[src/rtl/instructie_pkg.sv]
// instructie_pkg -- shared constants for the execute sequencer.
//   Opcode values (instruction bits [4:0]), immediate-select bit index,
//   one-hot ALU operation codes, FSM state encoding and the decoder
//   output struct.
//   Optional feature macro used elsewhere: DECODER_FLAGS_EN.
package instructie_pkg;

  // Operation field, instruction bits [4:0]
  localparam logic [4:0] OPC_NOP = 5'd0;
  localparam logic [4:0] OPC_ADD = 5'd1;
  localparam logic [4:0] OPC_SUB = 5'd2;
  localparam logic [4:0] OPC_XOR = 5'd3;
  localparam logic [4:0] OPC_OR  = 5'd4;
  localparam logic [4:0] OPC_AND = 5'd5;
  localparam logic [4:0] OPC_NOT = 5'd6;

  // Instruction bit selecting an immediate B operand
  localparam int IMM_BIT = 5;
  // Instruction bits at and above this index must be zero
  localparam int RSVD_LSB = 6;

  // One-hot ALU operation codes
  localparam logic [5:0] ALU_NONE = 6'b000000;
  localparam logic [5:0] ALU_ADD  = 6'b001000;
  localparam logic [5:0] ALU_SUB  = 6'b010000;
  localparam logic [5:0] ALU_XOR  = 6'b100000;
  localparam logic [5:0] ALU_OR   = 6'b000010;
  localparam logic [5:0] ALU_AND  = 6'b000100;
  localparam logic [5:0] ALU_NOT  = 6'b000001;

  // FSM state encoding
  typedef logic [2:0] state_t;
  localparam state_t ST_IDLE = 3'd0;
  localparam state_t ST_RD_A = 3'd1;
  localparam state_t ST_RD_B = 3'd2;
  localparam state_t ST_EXEC = 3'd3;
  localparam state_t ST_WB   = 3'd4;
  localparam state_t ST_DONE = 3'd5;

  // Decoded instruction
  typedef struct packed {
    logic [5:0] alu_op;  // one-hot ALU op, ALU_NONE for NOP/illegal
    logic       imm;     // B operand comes from argument2
    logic       nop;     // legal no-operation
    logic       legal;   // opcode is defined and reserved bits are zero
  } dec_t;

endpackage

[src/rtl/instructie_opdecode.sv]
// instructie_opdecode -- combinational opcode decoder.
//   op  in  OP_W   raw instruction word
//   dec out dec_t  {alu_op, imm, nop, legal}
// Any set bit above the immediate-select bit makes the instruction illegal,
// as does an operation field outside NOP..NOT.
module instructie_opdecode
  import instructie_pkg::*;
#(
  parameter int OP_W = 8
) (
  input  logic [OP_W-1:0] op,
  output dec_t            dec
);

  logic rsvd;
  assign rsvd = |(op >> RSVD_LSB);

  always_comb begin
    dec        = '0;
    dec.alu_op = ALU_NONE;
    dec.imm    = op[IMM_BIT];
    case (op[4:0])
      OPC_NOP: begin dec.nop = 1'b1;     dec.legal = 1'b1; end
      OPC_ADD: begin dec.alu_op = ALU_ADD; dec.legal = 1'b1; end
      OPC_SUB: begin dec.alu_op = ALU_SUB; dec.legal = 1'b1; end
      OPC_XOR: begin dec.alu_op = ALU_XOR; dec.legal = 1'b1; end
      OPC_OR:  begin dec.alu_op = ALU_OR;  dec.legal = 1'b1; end
      OPC_AND: begin dec.alu_op = ALU_AND; dec.legal = 1'b1; end
      OPC_NOT: begin dec.alu_op = ALU_NOT; dec.legal = 1'b1; end
      default: dec.legal = 1'b0;
    endcase
    if (rsvd) begin
      dec.legal  = 1'b0;
      dec.nop    = 1'b0;
      dec.alu_op = ALU_NONE;
    end
  end

endmodule

[src/rtl/instructie_executer.sv]
// instructie_executer -- multi-cycle execute sequencer for two-operand
// register/immediate instructions.
//   clock, reset (async, active high)
//   instr_valid/instr_ready  handshake with fetch; ready only in IDLE
//   instructie, argument1, argument2  instruction and operands, latched at accept
//   reg_ce/reg_we/reg_addr/reg_wdata/reg_rdata  register file port
//   alu_a/alu_b/alu_op/alu_result  external combinational ALU
//   result   last written-back value
//   done     one-cycle completion pulse; illegal coincides for bad opcodes
//   flag_z/flag_n  only when DECODER_FLAGS_EN is defined
// Sequence after accept (T0): RD_A(T1) RD_B(T2) EXEC(T3) WB(T4) IDLE(T5).
// All register-file strobes are registered, so the address presented in a
// state is the one the file sees during that state; the read data it returns
// is captured at the edge that closes the strobe cycle.
module instructie_executer
  import instructie_pkg::*;
#(
  parameter  int DATA_W    = 16,
  parameter  int REG_COUNT = 16,
  parameter  int OP_W      = 8,
  localparam int REG_AW    = $clog2(REG_COUNT)
) (
  input  logic              clock,
  input  logic              reset,
  input  logic              instr_valid,
  output logic              instr_ready,
  input  logic [OP_W-1:0]   instructie,
  input  logic [DATA_W-1:0] argument1,
  input  logic [DATA_W-1:0] argument2,
  output logic              reg_ce,
  output logic              reg_we,
  output logic [REG_AW-1:0] reg_addr,
  output logic [DATA_W-1:0] reg_wdata,
  input  logic [DATA_W-1:0] reg_rdata,
  output logic [DATA_W-1:0] alu_a,
  output logic [DATA_W-1:0] alu_b,
  output logic [5:0]        alu_op,
  input  logic [DATA_W-1:0] alu_result,
  output logic [DATA_W-1:0] result,
`ifdef DECODER_FLAGS_EN
  output logic              flag_z,
  output logic              flag_n,
`endif
  output logic              done,
  output logic              illegal
);

  state_t              state;
  dec_t                dec;
  logic                imm_q;
  logic [REG_AW-1:0]   a1_q;
  logic [DATA_W-1:0]   a2_q;

  // Only the low REG_AW bits of argument1 address the register file
  logic unused_arg1;
  assign unused_arg1 = ^argument1[DATA_W-1:REG_AW];

  instructie_opdecode #(.OP_W(OP_W)) u_dec (
    .op  (instructie),
    .dec (dec)
  );

  assign instr_ready = (state == ST_IDLE);

  always_ff @(posedge clock or posedge reset) begin
    if (reset) begin
      state     <= ST_IDLE;
      imm_q     <= 1'b0;
      a1_q      <= '0;
      a2_q      <= '0;
      reg_ce    <= 1'b0;
      reg_we    <= 1'b0;
      reg_addr  <= '0;
      reg_wdata <= '0;
      alu_a     <= '0;
      alu_b     <= '0;
      alu_op    <= ALU_NONE;
      result    <= '0;
      done      <= 1'b0;
      illegal   <= 1'b0;
    end else begin
      case (state)
        ST_IDLE: begin
          if (instr_valid) begin
            a1_q  <= argument1[REG_AW-1:0];
            a2_q  <= argument2;
            imm_q <= dec.imm;
            if (dec.legal && !dec.nop) begin
              state    <= ST_RD_A;
              reg_ce   <= 1'b1;
              reg_we   <= 1'b0;
              reg_addr <= argument1[REG_AW-1:0];
              alu_op   <= dec.alu_op;
            end else begin
              // NOP/illegal: finish in one cycle, never touch the register file
              state   <= ST_DONE;
              done    <= 1'b1;
              illegal <= ~dec.legal;
            end
          end
        end
        ST_RD_A: begin
          alu_a <= reg_rdata;
          state <= ST_RD_B;
          if (imm_q) begin
            reg_ce <= 1'b0;
            alu_b  <= a2_q;
          end else begin
            reg_addr <= a2_q[REG_AW-1:0];
          end
        end
        ST_RD_B: begin
          // B is read before any write-back, so arg1==arg2 sees the old value
          if (!imm_q) alu_b <= reg_rdata;
          reg_ce <= 1'b0;
          state  <= ST_EXEC;
        end
        ST_EXEC: begin
          result    <= alu_result;
          reg_wdata <= alu_result;
          reg_ce    <= 1'b1;
          reg_we    <= 1'b1;
          reg_addr  <= a1_q;
          done      <= 1'b1;
          state     <= ST_WB;
        end
        ST_WB: begin
          reg_ce <= 1'b0;
          reg_we <= 1'b0;
          done   <= 1'b0;
          state  <= ST_IDLE;
        end
        ST_DONE: begin
          done    <= 1'b0;
          illegal <= 1'b0;
          state   <= ST_IDLE;
        end
        default: begin
          reg_ce  <= 1'b0;
          reg_we  <= 1'b0;
          done    <= 1'b0;
          illegal <= 1'b0;
          state   <= ST_IDLE;
        end
      endcase
    end
  end

`ifdef DECODER_FLAGS_EN
  // Flags follow the value being written back; NOP/illegal never reach WB
  always_ff @(posedge clock or posedge reset) begin
    if (reset) begin
      flag_z <= 1'b0;
      flag_n <= 1'b0;
    end else if (state == ST_WB) begin
      flag_z <= (result == '0);
      flag_n <= result[DATA_W-1];
    end
  end
`endif

endmodule

[config.mk]
export PLATFORM = sky130hd
export DESIGN_NAME = instructie_executer
export DESIGN_NICKNAME = d
export VERILOG_FILES = /design/src/rtl/instructie_pkg.sv /design/src/rtl/instructie_opdecode.sv /design/src/rtl/instructie_executer.sv
export SDC_FILE = /design/constraint.sdc
export NUM_CORES = 1
export LEC_CHECK = 0
export CAP_MARGIN = 25
export CORE_ASPECT_RATIO = 0.75
export CORE_MARGIN = 5
export CORE_UTILIZATION = 25
export CTS_CLUSTER_DIAMETER = 60
export DETAILED_ROUTE_END_ITERATION = 12
export PLACE_DENSITY_LB_ADDON = 0.25
export SLEW_MARGIN = 20
export SYNTH_ARGS = -nofsm -noshare
export SYNTH_HDL_FRONTEND = slang
export SYNTH_SLANG_ARGS = --single-unit
[constraint.sdc]
create_clock -name clock -period 3.8 [get_ports clock]
set_input_delay 0.57 -clock clock [delete_from_list [all_inputs] [get_ports clock]]
set_output_delay 0.57 -clock clock [all_outputs]
set_load 0.02 [all_outputs]
==> results of run 1 <==
==> Yosys cell counts, types with 2 or more instances <==
master / instances / area share
dfrtp_1: 86 / 0.56
inv_1: 7 / 0.0069
o21ai_0: 19 / 0.025
buf_2: 8 / 0.010
nor3_1: 2 / 0.0026
o2bb2ai_1: 2 / 0.0046
o31ai_2: 2 / 0.0065
nand2_1: 51 / 0.050
mux2_2: 48 / 0.14
a21oi_1: 14 / 0.018
mux2i_1: 22 / 0.057
nor2_1: 7 / 0.0069
nand3_1: 4 / 0.0052
clkbuf_1: 6 / 0.0059
buf_4: 20 / 0.039
o21ai_1: 3 / 0.0039
==> layout make-up <==
cell class / instances / area share
timing repair buffer: 145 / 0.259
multi-input combinational: 195 / 0.259
inverter: 7 / 0.00489
sequential: 86 / 0.383
clock buffer: 11 / 0.0432
clock inverter: 5 / 0.00623
tap: 205 / 0.0456
==> metal layers <==
layer  GRT usage  vias to the layer above  part of all wire
li1            -                     1344                 -
met1       0.141                     1369              0.46
met2       0.181                       86              0.46
met3      0.0445                        8             0.065
met4      0.0356                        0             0.013
met5           0                        -                 0
==> through the flow <==
stage          setup WS [ns]  hold WS (ns)  power, W
2_1_floorplan           1.01         0.445   0.00319
3_5_place_dp            1.14         0.463   0.00421
5_1_grt                 1.14         0.496   0.00531
4_1_cts                 1.18         0.479   0.00508
3_3_place_gp            1.16         0.459   0.00416
6_report                1.23         0.473   0.00496
==> critical path: cells and delay by family (launching register included) <==
kind          cells  cell delay, ns
simple gates      1            0.35
flops             1            0.63
buf+inv           1            0.67
==> cells by family (layout without fill, tap and decap cells) <==
group,count (synthesis),after routing,synth area share
compound gates,47,47,0.0764
buf+inv,41,168,0.0624
flops,86,86,0.562
mux,70,70,0.199
simple gates,78,78,0.101
==> path summary, 6_finish.rpt <==
kind | start | to | cells after the start
max | state[1]$_DFFE_PP0P_ | instr_ready | 2
max reg2reg | state[1]$_DFFE_PP0P_ | alu_b[9]$_DFFE_PP0P_ | 4
min reg2reg | a1_q[2]$_DFFE_PP0P_ | a1_q[2]$_DFFE_PP0P_ | 2
max in group asynchronous | reset | a2_q[14]$_DFFE_PP0P_ | 3
min in group asynchronous | reset | alu_b[4]$_DFFE_PP0P_ | 3
min | a1_q[2]$_DFFE_PP0P_ | a1_q[2]$_DFFE_PP0P_ | 2
==> where the power goes <==
| group | total (W) | switching, W | internal (W) |
|---|---|---|---|
| Combinational | 0.00246 | 0.00119 | 0.00127 |
| Clock | 0.000827 | 0.000366 | 0.000461 |
| Sequential | 0.00167 | 0.000312 | 0.00136 |
==> registers in the layout, indices dropped and copies added (netlist names) <==
signal,count
done,1
a1_q,4
illegal,1
reg_we,1
reg_ce,1
imm_q,1
state,3
reg_addr,4
alu_a,16
alu_op,6
alu_b,16
result,16
a2_q,16
==> flow_summary.ini, run 1 <==
[status]
outcome = finished clean

[routing]
vias = 2807
drc = 0
drt_wl_total_mm = 9.77
dr.pass1.iters = 4
drtIter0Drc = 110
routed_via_density = 4.29
antenna_left = 0
routedWlPerCell_um = 14.9

[final_layout]
seqCellArea_um2 = 2150
mostFrequentLayoutCells = clkdlybuf4s50_1, dfrtp_1, nand2_1, mux2_2, mux2i_1
antennaDiodeCount = 0
multiInputGateArea_um2 = 1460
layout.nets = 519
num-fill-cells = 1493
finalInstanceArea_um2 = 5620
finalNonFillerCells = 654
final_common_cell = clkdlybuf4s50_1
layout-drive-gt1-share = 0.176
post-route-util = 0.372
area_delta_synth_final_pct = 46.8

[pwr]
irDropWorstVdd_v = 0.000339
leakagePower_nw = 2.32
p_per_area_nw_per_um2 = 883

[sta]
period_needed_ns = 2.57
final_hold_viol_count = 0
fmax_mhz = 389
fin_crit_sh = 0.677
slew_violations = 0
rsz0062_at_grt = false
fin_skew_ns = 0.00348
worstMarginPinSlew_ns = 0.853
finalSetupViolCount = 0
tns_ns = 0
relSlewSlack = 0.419

[clocking]
cts_resized = 0
cts_tree = built
root_buffer = clkbuf_16
htreeDepth = 3
clkSlewWorstSetupHoldPaths_ns = 0.06
clk_latency_ns = 0.34
numCtsBuffers = 9
clockBufferDepth = 2
numClockSinks = 86
cts_setup_buffers = 0
hold_buffers = 0

[worst_setup_path]
crit_required_ns = 3.23
max_stage_delay_ns = 0.67
arrival_ns = 2.00
critPathKind = flip-flop to output pin
start_kind = flip-flop
cp-end-kind = output pin
reg2reg_slack_ns = 1.40
cp_slowest_cell = clkdlybuf4s50_1
crit_chain = nor3_1 > clkdlybuf4s50_1
path_max_fanout = 14

[synthesis]
synth_cell_types = 37
synth_area_um2 = 3830
yosys_warnings = 0
seq_area_frac_synth = 0.562
synth_cells = 322
ys_ff_latch = 86
synth_nets = 397
synth_top_flop_cell = dfrtp_1
post_synth.cell_area_avg_um2 = 11.9
ys_async_sr_fraction = 1.00
synth_edf_count = 0

[flow_run]
max_cap_violations = 0

[die]
die-area_um2 = 17900
initial_utilization = 0.253
die_height_um = 117
rows = 39
die_w_um = 153
core-area_um2 = 15100
pin_count = 154

[placed_design]
gp_congestion = 0.732
numPortBuffers = 141
placed_cells = 638
placed_cell_area_um2 = 5350
hpwl_mm = 7.02

[global_route]
grt_overflow = 0
grt_max_degree = 87
antenna_found_initial = 0
grt_usage = 0.112
grt_pass1_wl_mm = 15.8
grt_pass1_vias = 2983

[min_path]
hold_class = flip-flop to flip-flop
Power figures use the tool's default switching activity.
==> run 2: changes to the inputs <==
clock period = 2.2 ns   (was 3.8 ns; I/O delays follow)
==> run 2 against run 1 <==
  * Sequential cell count unchanged
  * Critical endpoint is now alu_b[15]$_DFFE_PP0P_
  * Utilization is 0.84 points higher
  * Die area unchanged
  * Clock power increased by 95%
  * Sequential power up 70%
  * First-iteration DRC count down 41%
  * Setup slack worse by 0.95 ns
==> flow_summary.ini, run 2 (synthesized netlist as in run 1, its figures left out) <==
[routing]
drtIter0Drc = 65
antenna_left = 0
drc = 0
routed_via_density = 4.23
routedWlPerCell_um = 14.7
vias = 2812
dr.pass1.iters = 4
drt_wl_total_mm = 9.74

[pwr]
intPower_w = 0.00558
leakagePower_nw = 2.39
p_sw_w = 0.00324
power_frac_comb = 0.494
seqPwrFrac = 0.322
total_power_w = 0.00882
switching_share = 0.367
irDropWorstVdd_v = 0.000554
p_per_area_nw_per_um2 = 1530
clkPwrFrac = 0.183

[final_layout]
layout.nets = 529
final_common_cell = clkdlybuf4s50_1
area_delta_synth_final_pct = 50.2
layout-drive-gt1-share = 0.198
antennaDiodeCount = 0
mostFrequentLayoutCells = clkdlybuf4s50_1, dfrtp_1, nand2_1, mux2_2, mux2i_1
finalInstanceArea_um2 = 5750
finalNonFillerCells = 664

[sta]
tns_ns = 0
worstMarginPinSlew_ns = 0.859
fin_skew_ns = 0.00607
fmax_mhz = 520
period_needed_ns = 1.92
slew_violations = 0
finalSetupViolCount = 0
rsz0062_at_grt = false
fin_crit_sh = 0.873
fin_ws_ns = 0.279
relSlewSlack = 0.415
final_hold_viol_count = 0

[global_route]
grt_pass1_vias = 3037
antenna_found_initial = 0
grt_max_degree = 87
grt_usage = 0.112
grt_pass1_wl_mm = 15.9
grt_overflow = 0

[status]
outcome = finished clean

[clocking]
clk_latency_ns = 0.34
numCtsBuffers = 9
cts_tree = built
root_buffer = clkbuf_16
htreeDepth = 3
cts_setup_buffers = 0
numClockSinks = 86
clockBufferDepth = 2
clkSlewWorstSetupHoldPaths_ns = 0.06

[worst_setup_path]
r2r_end = alu_b[15]$_DFFE_PP0P_
path_max_fanout = 32
reg2reg_depth = 4
cp-endpoint = alu_b[15]$_DFFE_PP0P_
critPathKind = flip-flop to flip-flop
crit_required_ns = 2.38
cp-end-kind = flip-flop
start_kind = flip-flop
reg2reg_slack_ns = 0.28
arrival_ns = 2.10
r2r-start = state[0]$_DFFE_PP0P_
startpoint = state[0]$_DFFE_PP0P_

[die]
rows = 39
die_height_um = 117
pin_count = 154
initial_utilization = 0.253
core-area_um2 = 15100
die-area_um2 = 17900
die_w_um = 153

[min_path]
hold_class = primary input to asynchronous set/reset pin

[placed_design]
placed_cell_area_um2 = 5420
gp_congestion = 0.752
placed_cells = 648
hpwl_mm = 7.04
numPortBuffers = 141
post-place-ws_ns = 0.0784

[flow_run]
max_cap_violations = 0
run 2: worst min path at each step:
stage	start	end	depth (start not counted)	slack, ns
2_1_floorplan	argument1[0]	a1_q[0]$_DFFE_PP0P_	2	0.44
3_3_place_gp	a1_q[1]$_DFFE_PP0P_	a1_q[1]$_DFFE_PP0P_	2	0.46
3_5_place_dp	a1_q[2]$_DFFE_PP0P_	a1_q[2]$_DFFE_PP0P_	2	0.47
4_1_cts	reset	alu_op[0]$_DFFE_PP0P_	3	0.48
5_1_grt	a1_q[1]$_DFFE_PP0P_	a1_q[1]$_DFFE_PP0P_	2	0.50
6_report	reset	alu_op[0]$_DFFE_PP0P_	3	0.47
run 2: timing repair:
item | CTS | global route
cloned | 0 | 0
hold buffers | 0 | 0
setup endpoints to repair | 1 | 1
gates resized for setup | 1 | 1
run 2: final cells by class:
cell class | instances | area [µm²]
Fill cell | 1517 | 9380
Multi-Input combinational cell | 195 | 1460
Sequential cell | 86 | 2150
Inverter | 7 | 30.0
Clock inverter | 4 | 53.8
Tap cell | 205 | 256
Clock buffer | 12 | 267
Timing Repair Buffer | 155 | 1530
run 2: metrics by stage:
step / util / hold slack, ns
after global routing: 0.380 / 0.502
after CTS: 0.380 / 0.482
final: 0.380 / 0.472
after detailed placement: 0.359 / 0.466
after floorplan: - / 0.435
after global placement: 0.359 / 0.459
run 2: power by group through the flow:
stage	Clock, W	Sequential (W)	Combinational [W]
final	0.00161	0.00284	0.00436
after global routing	0.00174	0.00296	0.00472
after detailed placement	0	0.00288	0.00445
after global placement	0	0.00284	0.00440
after floorplan	0	0.00343	0.00207
after CTS	0.00169	0.00286	0.00446
run 2: worst max-delay path: stages, from the launching register on:
cell and delay (ns):
dfrtp_1 0.46, buf_4 0.21, nor3b_4 0.16, mux2i_4 0.70, o21ai_0 0.23
run 2: layer usage:
layer	global-route usage	wire, µm	vias up
met5	0	0	-
li1	-	-	1364
met1	0.148	4590	1354
met4	0.0409	158	0
met3	0.0371	529	12
met2	0.175	4460	82
